==> src/rtl/uart_boot_loader.sv <==
// UART boot loader: sync 0xA5, word count, then big-endian 16-bit words written to BSRAM, answered with ACK/NAK.
// Define BOOT_CHECKSUM_EN to require a trailing modulo-256 checksum byte before the response.
module uart_boot_loader #(
   parameter int CLK_FRE        = 27_000_000,
   parameter int TIMEOUT_CYCLES = 2_700_000
) (
   input  logic        clk,
   input  logic        rst_n,
   input  logic [7:0]  rx_data,
   input  logic        rx_data_valid,
   output logic        rx_data_ready,
   output logic [7:0]  tx_data,
   output logic        tx_data_valid,
   input  logic        tx_data_ready,
   output logic [10:0] mem_addr,
   output logic [15:0] mem_din,
   output logic        mem_we,
   output logic        cpu_hold,
   output logic        load_done,
   output logic        load_err
);

   // A non-positive timeout falls back to 100 ms of the system clock.
   localparam int TO_CYCLES = (TIMEOUT_CYCLES > 0) ? TIMEOUT_CYCLES : (CLK_FRE / 10);
   localparam int TW        = (TO_CYCLES > 1) ? $clog2(TO_CYCLES + 1) : 1;
   localparam logic [TW-1:0] TO_LAST = TW'(TO_CYCLES - 1);

   localparam logic [7:0] SYNC = 8'hA5;
   localparam logic [7:0] ACK  = 8'h06;
   localparam logic [7:0] NAK  = 8'h15;

`ifdef BOOT_CHECKSUM_EN
   typedef enum logic [2:0] {IDLE, LEN, HI, LO, WRITE, RESP, CSUM} state_t;
`else
   typedef enum logic [2:0] {IDLE, LEN, HI, LO, WRITE, RESP} state_t;
`endif

   state_t        state;
   logic [8:0]    remaining;
   logic [TW-1:0] tmo;
`ifdef BOOT_CHECKSUM_EN
   logic [7:0]    checksum;
`endif

   logic rx_fire;
   logic waiting;
   logic tmo_hit;

   always_comb begin
      rx_data_ready = 1'b0;
      waiting       = 1'b0;
      case (state)
         IDLE:        rx_data_ready = 1'b1;
         LEN, HI, LO: begin
            rx_data_ready = 1'b1;
            waiting       = 1'b1;
         end
`ifdef BOOT_CHECKSUM_EN
         CSUM: begin
            rx_data_ready = 1'b1;
            waiting       = 1'b1;
         end
`endif
         default: ;
      endcase
      rx_fire = rx_data_valid && rx_data_ready;
      tmo_hit = waiting && !rx_fire && (tmo == TO_LAST);
   end

   always_ff @(posedge clk or negedge rst_n) begin
      if (!rst_n) begin
         state         <= IDLE;
         remaining     <= '0;
         tmo           <= '0;
`ifdef BOOT_CHECKSUM_EN
         checksum      <= '0;
`endif
         mem_addr      <= '0;
         mem_din       <= '0;
         mem_we        <= 1'b0;
         tx_data       <= '0;
         tx_data_valid <= 1'b0;
         cpu_hold      <= 1'b0;
         load_done     <= 1'b0;
         load_err      <= 1'b0;
      end else begin
         mem_we    <= 1'b0;
         load_done <= 1'b0;
         if (tmo_hit) begin
            tmo           <= '0;
            load_err      <= 1'b1;
            tx_data       <= NAK;
            tx_data_valid <= 1'b1;
            state         <= RESP;
         end else begin
            // Idle cycles in a receiving state advance the timeout; any accepted byte restarts it.
            tmo <= (waiting && !rx_fire) ? tmo + 1'b1 : '0;
            case (state)
               IDLE: if (rx_fire && rx_data == SYNC) begin
                  load_err <= 1'b0;
`ifdef BOOT_CHECKSUM_EN
                  checksum <= '0;
`endif
                  mem_addr <= '0;
                  cpu_hold <= 1'b1;
                  state    <= LEN;
               end
               LEN: if (rx_fire) begin
                  remaining <= (rx_data == 8'h00) ? 9'd256 : {1'b0, rx_data};
                  state     <= HI;
               end
               HI: if (rx_fire) begin
                  mem_din[15:8] <= rx_data;
`ifdef BOOT_CHECKSUM_EN
                  checksum      <= checksum + rx_data;
`endif
                  state         <= LO;
               end
               LO: if (rx_fire) begin
                  mem_din[7:0] <= rx_data;
`ifdef BOOT_CHECKSUM_EN
                  checksum     <= checksum + rx_data;
`endif
                  mem_we       <= 1'b1;
                  state        <= WRITE;
               end
               WRITE: begin
                  mem_addr  <= mem_addr + 11'd1;
                  remaining <= remaining - 9'd1;
                  if (remaining == 9'd1) begin
`ifdef BOOT_CHECKSUM_EN
                     state <= CSUM;
`else
                     tx_data       <= ACK;
                     tx_data_valid <= 1'b1;
                     state         <= RESP;
`endif
                  end else begin
                     state <= HI;
                  end
               end
`ifdef BOOT_CHECKSUM_EN
               CSUM: if (rx_fire) begin
                  tx_data_valid <= 1'b1;
                  state         <= RESP;
                  if (rx_data == checksum) begin
                     tx_data <= ACK;
                  end else begin
                     tx_data  <= NAK;
                     load_err <= 1'b1;
                  end
               end
`endif
               RESP: if (tx_data_ready) begin
                  tx_data_valid <= 1'b0;
                  cpu_hold      <= 1'b0;
                  load_done     <= (tx_data == ACK);
                  state         <= IDLE;
               end
               default: state <= IDLE;
            endcase
         end
      end
   end

endmodule

==> config.mk <==
export PLATFORM = sky130hd
export DESIGN_NAME = uart_boot_loader
export DESIGN_NICKNAME = d
export VERILOG_FILES = /design/src/rtl/uart_boot_loader.sv
export SDC_FILE = /design/constraint.sdc
export NUM_CORES = 1
export LEC_CHECK = 0
export CAP_MARGIN = 40
export CORE_ASPECT_RATIO = 0.7
export CORE_UTILIZATION = 55
export DETAILED_ROUTE_END_ITERATION = 10
export DONT_BUFFER_PORTS = 1
export GPL_TIMING_DRIVEN = 0
export PLACE_DENSITY = 0.67
export SYNTH_ARGS = -nofsm -noshare
export SYNTH_HDL_FRONTEND = slang
export SYNTH_SLANG_ARGS = --single-unit
export TNS_END_PERCENT = 1
==> constraint.sdc <==
create_clock -name clk -period 2.65 [get_ports clk]
set_input_delay 0.53 -clock clk [delete_from_list [all_inputs] [get_ports clk]]
set_output_delay 0.53 -clock clk [all_outputs]
set_load 0.01 [all_outputs]
Yosys cells after proc, flatten, opt, wreduce, memory -nomap -nowiden
Cells that the tools add are included.
Cells by class
  bitwise operators: 1
  reduce and logical (&&, ||, !) cells: 26
  $add $sub $neg: 3
  mux-type cells: 35
  equality and inequality tests: 18
Operators by type and width (number)
  $mux 22: 2
  $mux 8: 3
  $add 22x1->22 const B: 1
  $eq 22x22->1 const B: 1
  $pmux 11 s2: 1
  $mux 3: 7
  $mux 9: 2
  $ne 3x3->1 const B: 6
  $pmux 3 s6: 1
  $pmux 9 s2: 1
  $mux 1: 15
  $reduce_and 3->1: 5
  $reduce_bool 2->1: 7
  $add 11x1->11 const B: 1
  $mux 11: 1
  $eq 9x1->1 const B: 1
  $sub 9x1->9 const B: 1
  $eq 8x3->1 const B: 1
  $eq 8x8->1 const B: 1
  $logic_not 8->1: 1
  $eq 3x2->1 const B: 2
  $eq 3x3->1 const B: 2
  $ne 2x2->1 const B: 3
  $reduce_and 5->1: 1
  11 further kinds: 16
Storage, ports and cells
  logic and storage cells: 95
  input port bits: 12
  register bits after elaboration: 74
  output and inout bits: 41

Logic depth before layout (Yosys ltp)
  word-level depth: 9
  mapped depth: 7
  mapped depth without buffers: 6

Least setup slack after synthesis
No wires, ideal clock.
  path kind: input -> register
  from: input rx_data[1]
  to: register mem_addr[9]
  cell stages on the path: 6
  data arrival time: 2.063 ns
  data required time: 2.572 ns
  setup slack: 0.509 ns
  path buffers: 1
  setup time: 0.078 ns
  cells stage by stage: or4_4 -> o31ai_4 -> o21ai_2 -> buf_6 -> or3_1 -> a21oi_1
On the way
  word-level cells in the longest chain between the ends: 4
RTL lines
  start: declaration: line 9  | input logic [7:0] rx_data,
  $eq 8x8->1: line 99  | IDLE: if (rx_fire && rx_data == SYNC) begin
  $logic_and 1x1->1: line 99
  $ne 2x2->1 (no line)
  $reduce_and 3->1 (no line)
  end signal: assignment: line 128  | mem_addr <= mem_addr + 11'd1;
  end: declaration: line 15  | output logic [10:0] mem_addr,
Every way passes these cells.
A chain may end at the register's enable or synchronous reset.

Worst setup path in the final report
  from: register tmo[0]
  to: register tmo[14]
On the way
  word-level cells in the longest chain between the ends: 3
  elaborated cells between the ends (all ways): 5
  those cells by class: add/sub: 1; eq/ne: 1; mux: 2; reduce/logical: 1
RTL lines
  start: declaration: line 40  | logic [TW-1:0] tmo;
  start signal: assignment: line 97  | tmo <= (waiting && !rx_fire) ? tmo + 1'b1 : '0;
  $add 22x1->22 / $eq 22x22->1 (equally long branches): line 97, 67
  $mux 22 / $logic_and 1x1->1 (equally long branches): line 97, 67
  $mux 22 (*): line 89  | if (tmo_hit) begin
Every way passes the cells marked *; elsewhere a longest branch is shown, timed or not.

==> results.py <==
metrics = {
    "floorplan": {
        "fp.dieW_um": 96.2,
        "die-area_mm2": 0.00653,
        "start_util_pct": 58.4,
        "die_h_um": 67.9,
        "ios": 53,
        "core-area_mm2": 0.00584,
        "rows": 23,
    },
    "logic_synthesis": {
        "ys_async_sr_fraction_pct": 100,
        "syn_area_mm2": 0.00341,
        "synth_top_area_share_pct": 50.6,
        "synth_flop_cell": "dfrtp_1",
        "synth.avg_cell_area_um2": 10.2,
        "synth_top_area_cell": "dfrtp_1",
        "syn_inst": 336,
        "ys_ff_latch": 69,
        "ys_seq_area_share_pct": 50.6,
        "yosys_warnings": 0,
        "ys_top_cells_by_area": "dfrtp_1 (51%), mux2_2 (5.6%), xnor2_1 (4.6%)",
        "synth_edf_count": 0,
        "synth.distinct_cells": 52,
    },
    "setup_path": {
        "r2r-start": "tmo[0]$_DFF_PN0_",
        "critPathRequiredTime_ns": 2.85,
        "cp-start-kind": "flip-flop",
        "end_kind": "flip-flop",
        "rrSetupSlack_ns": 0.41,
        "cp.arrival_ns": 2.44,
        "cp_cell_sequence": "ha_1 > and4_2 > nand4_1 > or2_2 > nand2_1 > clkbuf_1 > nor2_1",
        "max_stage_delay_ns": 0.40,
        "critPathKind": "reg2reg",
        "slowest_stage": "dfrtp_1",
        "r2r_cells": 7,
        "cp_max_fo": 10,
        "r2r_end": "tmo[14]$_DFF_PN0_",
    },
    "job": {
        "max-cap-violations": 0,
    },
    "clocking": {
        "cts_sinks": 69,
        "path_clk_slew_ns": 0.07,
        "cts.hold.buffers_added": 1,
        "cts_buffers": 9,
        "clock_path_buffers": 2,
        "cts_root_buffer": "clkbuf_8",
        "cts_setup_buffers": 0,
        "clk_latency_ns": 0.33,
        "post_cts.resized_instances": 0,
        "cts_tree": "yes",
        "cts_max_level": 3,
    },
    "layout": {
        "syn2layout_area_growth_pct": 8.76,
        "multi_input_area_mm2": 0.00157,
        "post-route-util_pct": 63.6,
        "regArea_mm2": 0.00173,
        "layout_commonest_cell": "dfrtp_1",
        "most-common-layout-cells": "dfrtp_1 (69), nor2_1 (39), nand2_1 (19), a21oi_1 (19)",
        "n_antenna_cell": 0,
        "layout-drive-gt1-share_pct": 15.0,
        "fin_nets": 367,
        "nFillCells": 487,
    },
    "route": {
        "drtAntennaViolNets": 0,
        "drc": 0,
        "drt_pass1_iterations": 4,
        "viasPerCell": 5.95,
        "via_count": 2552,
        "wl_per_cell_um": 16.7,
        "drt_iter0_drc": 246,
        "drt-total-wl_mm": 7.15,
    },
    "sta": {
        "tns_ns": 0,
        "rsz0062_at_grt": "false",
        "drv_slew": 0,
        "slew_headroom_pct": 56.6,
        "tightest_slew_ns": 0.648,
        "fin_crit_sh_pct": 84.6,
        "finalSetupViolCount": 0,
        "skew_ns": 0.00755,
        "fin_crit_ns": 2.24,
        "hold_violations": 0,
        "max_freq_ghz": 0.446,
    },
    "power": {
        "p_leak_nw": 1.48,
        "power_density_mw_per_mm2": 854,
        "ir_drop_v": 0.000664,
    },
    "global_route": {
        "grt_pass1_wl_mm": 11.6,
        "grt_antenna_before_repair": 0,
        "grtUsageTotal_pct": 23.8,
        "grt_max_degree": 70,
        "globalRouteOverflowTotal": 0,
        "grt_pass1_vias": 2376,
    },
    "min_path": {
        "hold_path_class": "in2async",
    },
    "run_status": {
        "status": "finished clean",
    },
    "placement": {
        "numPortBuffers": 0,
        "routabilityCongestion": 0.857,
        "hpwlAfterDp_mm": 4.96,
    },
}
[cell type report]
cell class / instances / share of cell area (%)
tap: 75 / 2.53
clock inverter: 1 / 0.202
timing repair buffer: 1 / 0.741
inverter: 10 / 1.01
clock buffer: 13 / 4.28
buffer: 16 / 2.43
sequential: 69 / 46.5
multi-input combinational: 244 / 42.3
[sequential cells by signal (all words and copies together), names as in the netlist]
name / cells
tx_data: 3
cpu_hold: 1
mem_we: 1
tmo: 22
load_done: 1
state: 3
load_err: 1
remaining: 9
tx_data_valid: 1
mem_din: 16
mem_addr: 11
[logic make-up (layout without fill, tap and decap cells)]
kind of cell               count (synthesis)  in the layout  synth area share (%)
and+or+nand+nor                          137            137                  21.8
DFF                                       69             69                  50.6
AOI/OAI and AO/OA                         60             60                  11.1
buffers and inverters                     26             41                  3.74
xor gates and xnor gates                  22             22                  5.64
muxes                                     17             17                  5.61
adders and majority gates                  4              4                  1.47
other                                      1              4                 0.110
[metal layers]
layer / global-route usage, % / wire (um) / part of all wire, %
met1: 33.8 / 3610 / 50
met2: 34.0 / 2940 / 41
met3: 7.78 / 550 / 7.7
met4: 8.40 / 53 / 0.74
met5: 0 / 0 / 0
[through the flow]
stage                     instances  area (um^2)  total power, mW  hold slack (ns)  setup WS, ns
after detailed placement        414         3520             2.41            0.236         0.353
final                           429         3710             3.17           0.0671         0.408
after CTS                       429         3710             3.18           0.0870         0.409
after global routing            429         3710             3.36           0.0948         0.228
after floorplan                 339         3430             2.20            0.234         0.509
after global placement          414         3520             2.38            0.236         0.348
[worst max-delay path: cells and delay by family (launching register included)]
| family | cells | cell delay (ns) |
|---|---|---|
| buffers and inverters | 1 | 0.40 |
| DFF | 1 | 0.40 |
| and+or+nand+nor | 5 | 1.09 |
| adders and majority gates | 1 | 0.22 |
[synthesized netlist by cell type (all sizes together), types with 2 or more instances]
| library cell | n |
|---|---|
| a211o | 2 |
| a211oi | 2 |
| a21o | 2 |
| a21oi | 19 |
| a22oi | 2 |
| a31oi | 2 |
| and2 | 2 |
| and3 | 5 |
| and4 | 3 |
| and4bb | 3 |
| buf | 8 |
| clkbuf | 8 |
| dfrtp | 69 |
| ha | 4 |
| inv | 10 |
| mux2 | 17 |
| nand2 | 19 |
| nand2b | 3 |
| nand3 | 9 |
| nand4 | 12 |
| nor2 | 39 |
| nor3 | 17 |
| nor4 | 4 |
| nor4bb | 2 |
| o21a | 2 |
| o21ai | 19 |
| o22ai | 2 |
| o2bb2ai | 2 |
| or3 | 10 |
| or4 | 3 |
| xnor2 | 18 |
| xor2 | 4 |
[worst max-delay path by stage]
stage | startpoint | endpoint | depth (start not counted)
after detailed placement | rx_data[1] | mem_addr[8]$_DFFE_PN0P_ | 6
after global placement | rx_data[1] | mem_addr[9]$_DFFE_PN0P_ | 6
final | tmo[0]$_DFF_PN0_ | tmo[14]$_DFF_PN0_ | 7
after CTS | tmo[0]$_DFF_PN0_ | tmo[13]$_DFF_PN0_ | 7
after floorplan | rx_data[1] | mem_addr[9]$_DFFE_PN0P_ | 6
after global routing | tmo[0]$_DFF_PN0_ | tmo[18]$_DFF_PN0_ | 7
[power by group]
| part | internal [mW] | total, mW | switching, mW |
|---|---|---|---|
| logic | 0.354 | 0.812 | 0.458 |
| registers | 1.30 | 1.61 | 0.309 |
| clock network | 0.382 | 0.747 | 0.365 |
| total | 2.04 | 3.17 | 1.13 |
Power figures use the tool's default switching activity.
